===== config.mk =====
export PLATFORM = sky130hd
export DESIGN_NAME = proc_control_flat
export DESIGN_NICKNAME = d
export VERILOG_FILES = /design/src/rtl/proc_control_if.sv /design/src/rtl/proc_control.sv /design/src/flat_wrapper.sv
export SDC_FILE = /design/constraint.sdc
export NUM_CORES = 1
export LEC_CHECK = 0
export BUFFER_PORTS_ARGS = -buffer_cell sky130_fd_sc_hd__buf_2
export CAP_MARGIN = 10
export CELL_PAD_IN_SITES_DETAIL_PLACEMENT = 0
export CELL_PAD_IN_SITES_GLOBAL_PLACEMENT = 1
export CORE_UTILIZATION = 33
export DETAILED_ROUTE_END_ITERATION = 7
export PLACE_DENSITY = 0.88
export REMOVE_ABC_BUFFERS = 1
export SLEW_MARGIN = 20
export SYNTH_ARGS = -nofsm -noshare
export SYNTH_HDL_FRONTEND = slang
export SYNTH_SLANG_ARGS = --single-unit

===== constraint.sdc =====
create_clock -name clk -period 4.4 [get_ports clk]
set_input_delay 0.88 -clock clk [delete_from_list [all_inputs] [get_ports clk]]
set_output_delay 0.88 -clock clk [all_outputs]
set_load 0.1 [all_outputs]

===== src/rtl/proc_control_if.sv =====
// Control/datapath link for the 9-bit processor: instruction/start in, control strobes out.
// Latency: wires only; no storage in the interface.
// Backpressure: none; Run is a level request sampled only by the controller in T0.
interface proc_control_if;
    logic       Run;
    logic [8:0] Din;
    logic       R0in, R1in, R2in, R3in, R4in, R5in, R6in, R7in;
    logic       Ain;
    logic       Gin;
    logic       R0out, R1out, R2out, R3out, R4out, R5out, R6out, R7out;
    logic       Gout;
    logic       Dinout;
    logic       AddSub;
    logic       Done;

    // Controller side: takes the request and instruction, drives every datapath strobe.
    modport master (
        input  Run, Din,
        output R0in, R1in, R2in, R3in, R4in, R5in, R6in, R7in, Ain, Gin,
        output R0out, R1out, R2out, R3out, R4out, R5out, R6out, R7out, Gout, Dinout,
        output AddSub, Done
    );

    // Datapath / requester side.
    modport slave (
        output Run, Din,
        input  R0in, R1in, R2in, R3in, R4in, R5in, R6in, R7in, Ain, Gin,
        input  R0out, R1out, R2out, R3out, R4out, R5out, R6out, R7out, Gout, Dinout,
        input  AddSub, Done
    );
endinterface


===== src/rtl/proc_control.sv =====
// Control FSM for the 9-bit processor: fetches IR on Run, sequences register/adder strobes.
// Latency: Done in T1 for mv/mvi/NOP, in T3 for add/sub; one T0 cycle between instructions.
// Backpressure: none; Run is ignored outside T0, all outputs are decodes of (state, IR).
module proc_control (
    input  logic           clk,
    input  logic           rst,
    proc_control_if.master cif
);
    typedef enum logic [1:0] {T0, T1, T2, T3} state_t;

    state_t     state_q, state_d;
    logic [8:0] ir_q, ir_d;
    logic [2:0] op, rx, ry;
    logic [7:0] r_in, r_out;
    logic       ain, gin, gout, dinout, addsub, done;

    assign op = ir_q[8:6];
    assign rx = ir_q[5:3];
    assign ry = ir_q[2:0];

    // State and instruction register; reset aborts any instruction in flight.
    always_ff @(posedge clk) begin
        if (rst) begin
            state_q <= T0;
            ir_q    <= '0;
        end else begin
            state_q <= state_d;
            ir_q    <= ir_d;
        end
    end

    // Next-state and control decode; only one bus driver is ever selected per step.
    always_comb begin
        state_d = state_q;
        ir_d    = ir_q;
        r_in    = '0;
        r_out   = '0;
        ain     = 1'b0;
        gin     = 1'b0;
        gout    = 1'b0;
        dinout  = 1'b0;
        addsub  = 1'b0;
        done    = 1'b0;
        case (state_q)
            T0: begin
                if (cif.Run) begin
                    ir_d    = cif.Din;
                    state_d = T1;
                end
            end
            T1: begin
                case (op)
                    3'b000: begin           // mv Rx,Ry
                        r_out[ry] = 1'b1;
                        r_in[rx]  = 1'b1;
                        done      = 1'b1;
                        state_d   = T0;
                    end
                    3'b001: begin           // mvi Rx,#D (immediate on Din this cycle)
                        dinout    = 1'b1;
                        r_in[rx]  = 1'b1;
                        done      = 1'b1;
                        state_d   = T0;
                    end
                    3'b010, 3'b011: begin   // add/sub: first operand into A
                        r_out[rx] = 1'b1;
                        ain       = 1'b1;
                        state_d   = T2;
                    end
                    default: begin          // reserved opcodes complete as NOP
                        done      = 1'b1;
                        state_d   = T0;
                    end
                endcase
            end
            T2: begin                       // second operand through the adder into G
                r_out[ry] = 1'b1;
                gin       = 1'b1;
                addsub    = op[0];
                state_d   = T3;
            end
            T3: begin                       // result from G back into Rx
                gout      = 1'b1;
                r_in[rx]  = 1'b1;
                done      = 1'b1;
                state_d   = T0;
            end
        endcase
    end

    assign cif.R0in   = r_in[0];
    assign cif.R1in   = r_in[1];
    assign cif.R2in   = r_in[2];
    assign cif.R3in   = r_in[3];
    assign cif.R4in   = r_in[4];
    assign cif.R5in   = r_in[5];
    assign cif.R6in   = r_in[6];
    assign cif.R7in   = r_in[7];
    assign cif.R0out  = r_out[0];
    assign cif.R1out  = r_out[1];
    assign cif.R2out  = r_out[2];
    assign cif.R3out  = r_out[3];
    assign cif.R4out  = r_out[4];
    assign cif.R5out  = r_out[5];
    assign cif.R6out  = r_out[6];
    assign cif.R7out  = r_out[7];
    assign cif.Ain    = ain;
    assign cif.Gin    = gin;
    assign cif.Gout   = gout;
    assign cif.Dinout = dinout;
    assign cif.AddSub = addsub;
    assign cif.Done   = done;
endmodule


===== src/flat_wrapper.sv =====
// flat-port wrapper written by rule: the top's interface ports become plain ports
module proc_control_flat 
  (clk, rst, cif_Run, cif_Din, cif_R0in, cif_R1in, cif_R2in, cif_R3in, cif_R4in, cif_R5in, cif_R6in, cif_R7in, cif_Ain, cif_Gin, cif_R0out, cif_R1out, cif_R2out, cif_R3out, cif_R4out, cif_R5out, cif_R6out, cif_R7out, cif_Gout, cif_Dinout, cif_AddSub, cif_Done);
  proc_control_if cif_i ();
  input  logic clk;
  input  logic rst;
  input wire logic [$bits(cif_i.Run)-1:0] cif_Run;
  input wire logic [$bits(cif_i.Din)-1:0] cif_Din;
  output wire logic [$bits(cif_i.R0in)-1:0] cif_R0in;
  output wire logic [$bits(cif_i.R1in)-1:0] cif_R1in;
  output wire logic [$bits(cif_i.R2in)-1:0] cif_R2in;
  output wire logic [$bits(cif_i.R3in)-1:0] cif_R3in;
  output wire logic [$bits(cif_i.R4in)-1:0] cif_R4in;
  output wire logic [$bits(cif_i.R5in)-1:0] cif_R5in;
  output wire logic [$bits(cif_i.R6in)-1:0] cif_R6in;
  output wire logic [$bits(cif_i.R7in)-1:0] cif_R7in;
  output wire logic [$bits(cif_i.Ain)-1:0] cif_Ain;
  output wire logic [$bits(cif_i.Gin)-1:0] cif_Gin;
  output wire logic [$bits(cif_i.R0out)-1:0] cif_R0out;
  output wire logic [$bits(cif_i.R1out)-1:0] cif_R1out;
  output wire logic [$bits(cif_i.R2out)-1:0] cif_R2out;
  output wire logic [$bits(cif_i.R3out)-1:0] cif_R3out;
  output wire logic [$bits(cif_i.R4out)-1:0] cif_R4out;
  output wire logic [$bits(cif_i.R5out)-1:0] cif_R5out;
  output wire logic [$bits(cif_i.R6out)-1:0] cif_R6out;
  output wire logic [$bits(cif_i.R7out)-1:0] cif_R7out;
  output wire logic [$bits(cif_i.Gout)-1:0] cif_Gout;
  output wire logic [$bits(cif_i.Dinout)-1:0] cif_Dinout;
  output wire logic [$bits(cif_i.AddSub)-1:0] cif_AddSub;
  output wire logic [$bits(cif_i.Done)-1:0] cif_Done;
  assign cif_i.Run = cif_Run;
  assign cif_i.Din = cif_Din;
  assign cif_R0in = cif_i.R0in;
  assign cif_R1in = cif_i.R1in;
  assign cif_R2in = cif_i.R2in;
  assign cif_R3in = cif_i.R3in;
  assign cif_R4in = cif_i.R4in;
  assign cif_R5in = cif_i.R5in;
  assign cif_R6in = cif_i.R6in;
  assign cif_R7in = cif_i.R7in;
  assign cif_Ain = cif_i.Ain;
  assign cif_Gin = cif_i.Gin;
  assign cif_R0out = cif_i.R0out;
  assign cif_R1out = cif_i.R1out;
  assign cif_R2out = cif_i.R2out;
  assign cif_R3out = cif_i.R3out;
  assign cif_R4out = cif_i.R4out;
  assign cif_R5out = cif_i.R5out;
  assign cif_R6out = cif_i.R6out;
  assign cif_R7out = cif_i.R7out;
  assign cif_Gout = cif_i.Gout;
  assign cif_Dinout = cif_i.Dinout;
  assign cif_AddSub = cif_i.AddSub;
  assign cif_Done = cif_i.Done;
  proc_control u_core (.clk(clk), .rst(rst), .cif(cif_i));
endmodule

==> metrics.txt <==
CTS buffer count=3; routed vias/inst=5.04; clock sinks=11; vias=776; layout cells sized above 1=33.9%; Final Net Count=145; Clock Skew=0.000318 ns; HP Class=register to register; minimum clock period=3.14 ns; depth of the CTS H-tree=1; Routed Antenna Nets=0; Worst Tran Pin Value=0.491 ns; pwr dens=295 mW/mm^2; Simple-Gate Fraction of Synth Area=36.5%; DRT Pass-1 Iters=2; RD Place Congestion=0.794; # setup viols final=0; P_leak=0.432 nW; Hold-fix buffers, CTS=0; Data arrival, critical path=2.26 ns; Setup WS pre-CTS=1.56 ns; post-synthesis compound-gate area fraction=21.7%; final period utilization=71.4%; global-route wire length before repair=3060 um; Hold WS=0.496 ns; status=finished clean; Total GRT Usage=16.3%; vias in the first global route=680; Peak VDD IR=0.204 mV; sequential power share=42.0%; sequential-to-total area share from yosys stat=30.3%; Mapped Area=727 sq um; P_int=0.167 mW; count of max-cap constraint violations=0; net switching power=0.110 mW; Hold Fails Final Rpt=0; main combinational cell family by area after synthesis=simple AND/OR/NAND/NOR gates; Max FO, Critical Path=6; Area after DPL=912 sq um; Post-Route WL=1840 um; area delta synth->final=29.1%; Synth warnings=0; Resize count post-CTS=0; initial antenna violation count=0; Die Y=48.9 um; CORE AREA=0.00202 sq mm; Synth Area in XOR/XNOR=0%; Die W=48.9 um; Clock Latency Late Sink=0.26 ns; clk slew on worst S/H paths=0.06 ns; DRC Markers=0; post-synthesis mux area share=0%; CP Capture Type=output port; adder-cell share of the synthesized area=8.61%; Mapped Cells=93; post-route setup slack=1.26 ns; Critical Path RT=3.52 ns; die area=0.00239 sq mm; largest net degree at the start of global routing=12; Final Max Tran Viols=0; RSZ-0062 raised after global routing=false; Max Fclk=318 MHz; critical path class=register to output port; TritonCTS clock tree=yes; Slew headroom=67.5%; initial drt markers=3; library cells used by synthesis=26; flops & latches, synth=11; Final Cell Area=938 sq um; grt ovf=0; Comb pwr share=33.9%; mean post-synth cell area=7.82 sq um; Max clock buf depth=2; Switching Fraction=39.7%; diode count=0; Buffers on Ports=33; Initial Util=36.0%; clock root buffer=clkbuf_4; Detailed Place HPWL=1440 um; clock share of power=24.1%; Total Neg Setup Slack=0 ns; io pins=34; # Post-CTS Setup Buffers=0; Cell Rows=16; CP Launch Type=register; WL/cell=11.9 um
-- through the flow --
stage	std cells	power (mW)	util, %
after global routing	154	0.292	46.4
final	154	0.277	46.4
after global placement	150	0.211	45.1
after CTS	154	0.279	46.4
after floorplan	90	0.191	-
after detailed placement	150	0.212	45.1
-- worst paths after layout --
check / to / from / cells after the start / slack [ns]
worst max-delay path: cif_R0out / u_core.state_q[0] / 5 / 1.26
worst min-delay path: u_core.ir_q[3] / u_core.ir_q[3] / 2 / 0.50
worst max register to register: u_core.ir_q[5] / u_core.state_q[0] / 5 / 2.88
worst min register to register: u_core.ir_q[3] / u_core.ir_q[3] / 2 / 0.50
-- cells in the mapped netlist --
cell | count | share of area, %
a211oi_1 | 1 | 1.0
a21o_1 | 2 | 2.1
a21oi_1 | 10 | 6.9
and2_2 | 2 | 2.1
and3b_2 | 1 | 1.4
buf_2 | 2 | 1.4
clkbuf_1 | 1 | 0.52
dfxtp_1 | 11 | 30
ha_1 | 5 | 8.6
inv_1 | 2 | 1.0
nand2_1 | 11 | 5.7
nand2b_1 | 3 | 2.6
nand3_1 | 12 | 8.3
nand3b_1 | 3 | 3.1
nor2_1 | 10 | 5.2
nor2_2 | 1 | 0.86
nor3b_1 | 1 | 1.0
nor4b_4 | 1 | 3.3
o21ai_0 | 2 | 1.4
o21bai_1 | 1 | 1.0
o22ai_1 | 4 | 3.4
o32ai_1 | 3 | 3.6
o32ai_2 | 1 | 2.2
or2_2 | 1 | 0.86
or2b_1 | 1 | 1.0
or3b_1 | 1 | 1.2
-- power groups by stage --
stage	clock, mW	sequential, mW	combinational, mW
after floorplan	0	0.116	0.0753
after global placement	0	0.118	0.0929
after detailed placement	0	0.118	0.0940
after global routing	0.0732	0.117	0.101
final	0.0667	0.116	0.0940
after CTS	0.0680	0.116	0.0945
-- final cells by class --
type                    count  area (sq um)
flip-flops and latches     11           220
clock buffers               4          26.3
repair buffers             33           165
multi-input cells          77           485
inverters                   2          7.51
well taps                  27          33.8
fillers                   221          1080
-- cells by family after synthesis --
| kind of cell | after synthesis |
|---|---|
| flops | 11 |
| fa+ha+maj | 5 |
| compound gates | 24 |
| buf+inv | 5 |
| simple gates | 48 |
-- registers in the layout, summed over array words and instances, names as in the netlist, named ones only --
name and count:
u_core.state_q 1, u_core.ir_q 9
-- placed cells by master (no fill, tap or decap), types with 2 or more instances in the layout --
| cell type | count |
|---|---|
| o21ai_0 | 2 |
| buf_2 | 33 |
| nand2b_1 | 3 |
| clkbuf_4 | 3 |
| nand3_1 | 12 |
| dfxtp_1 | 11 |
| and2_2 | 2 |
| nand2_1 | 11 |
| nor2_1 | 10 |
| o32ai_1 | 3 |
| a21o_1 | 2 |
| inv_1 | 2 |
| ha_1 | 5 |
| a21oi_1 | 10 |
| nand3b_1 | 3 |
| o22ai_1 | 4 |
-- worst max-delay path, stage by stage (launching register included) --
cell and delay [ns]:
dfxtp_1 0.43, inv_1 0.11, ha_1 0.38, or3b_1 0.41
o32ai_2 0.20, buf_2 0.46
-- metal layers --
layer	up-vias	GRT usage, %	share of wire, %
li1	402	-	-
met1	342	21.7	48
met2	30	25.7	46
met3	2	2.49	5.8
met4	0	7.35	0.54
met5	-	0	0
No activity file was read; power rests on OpenSTA's default activity.
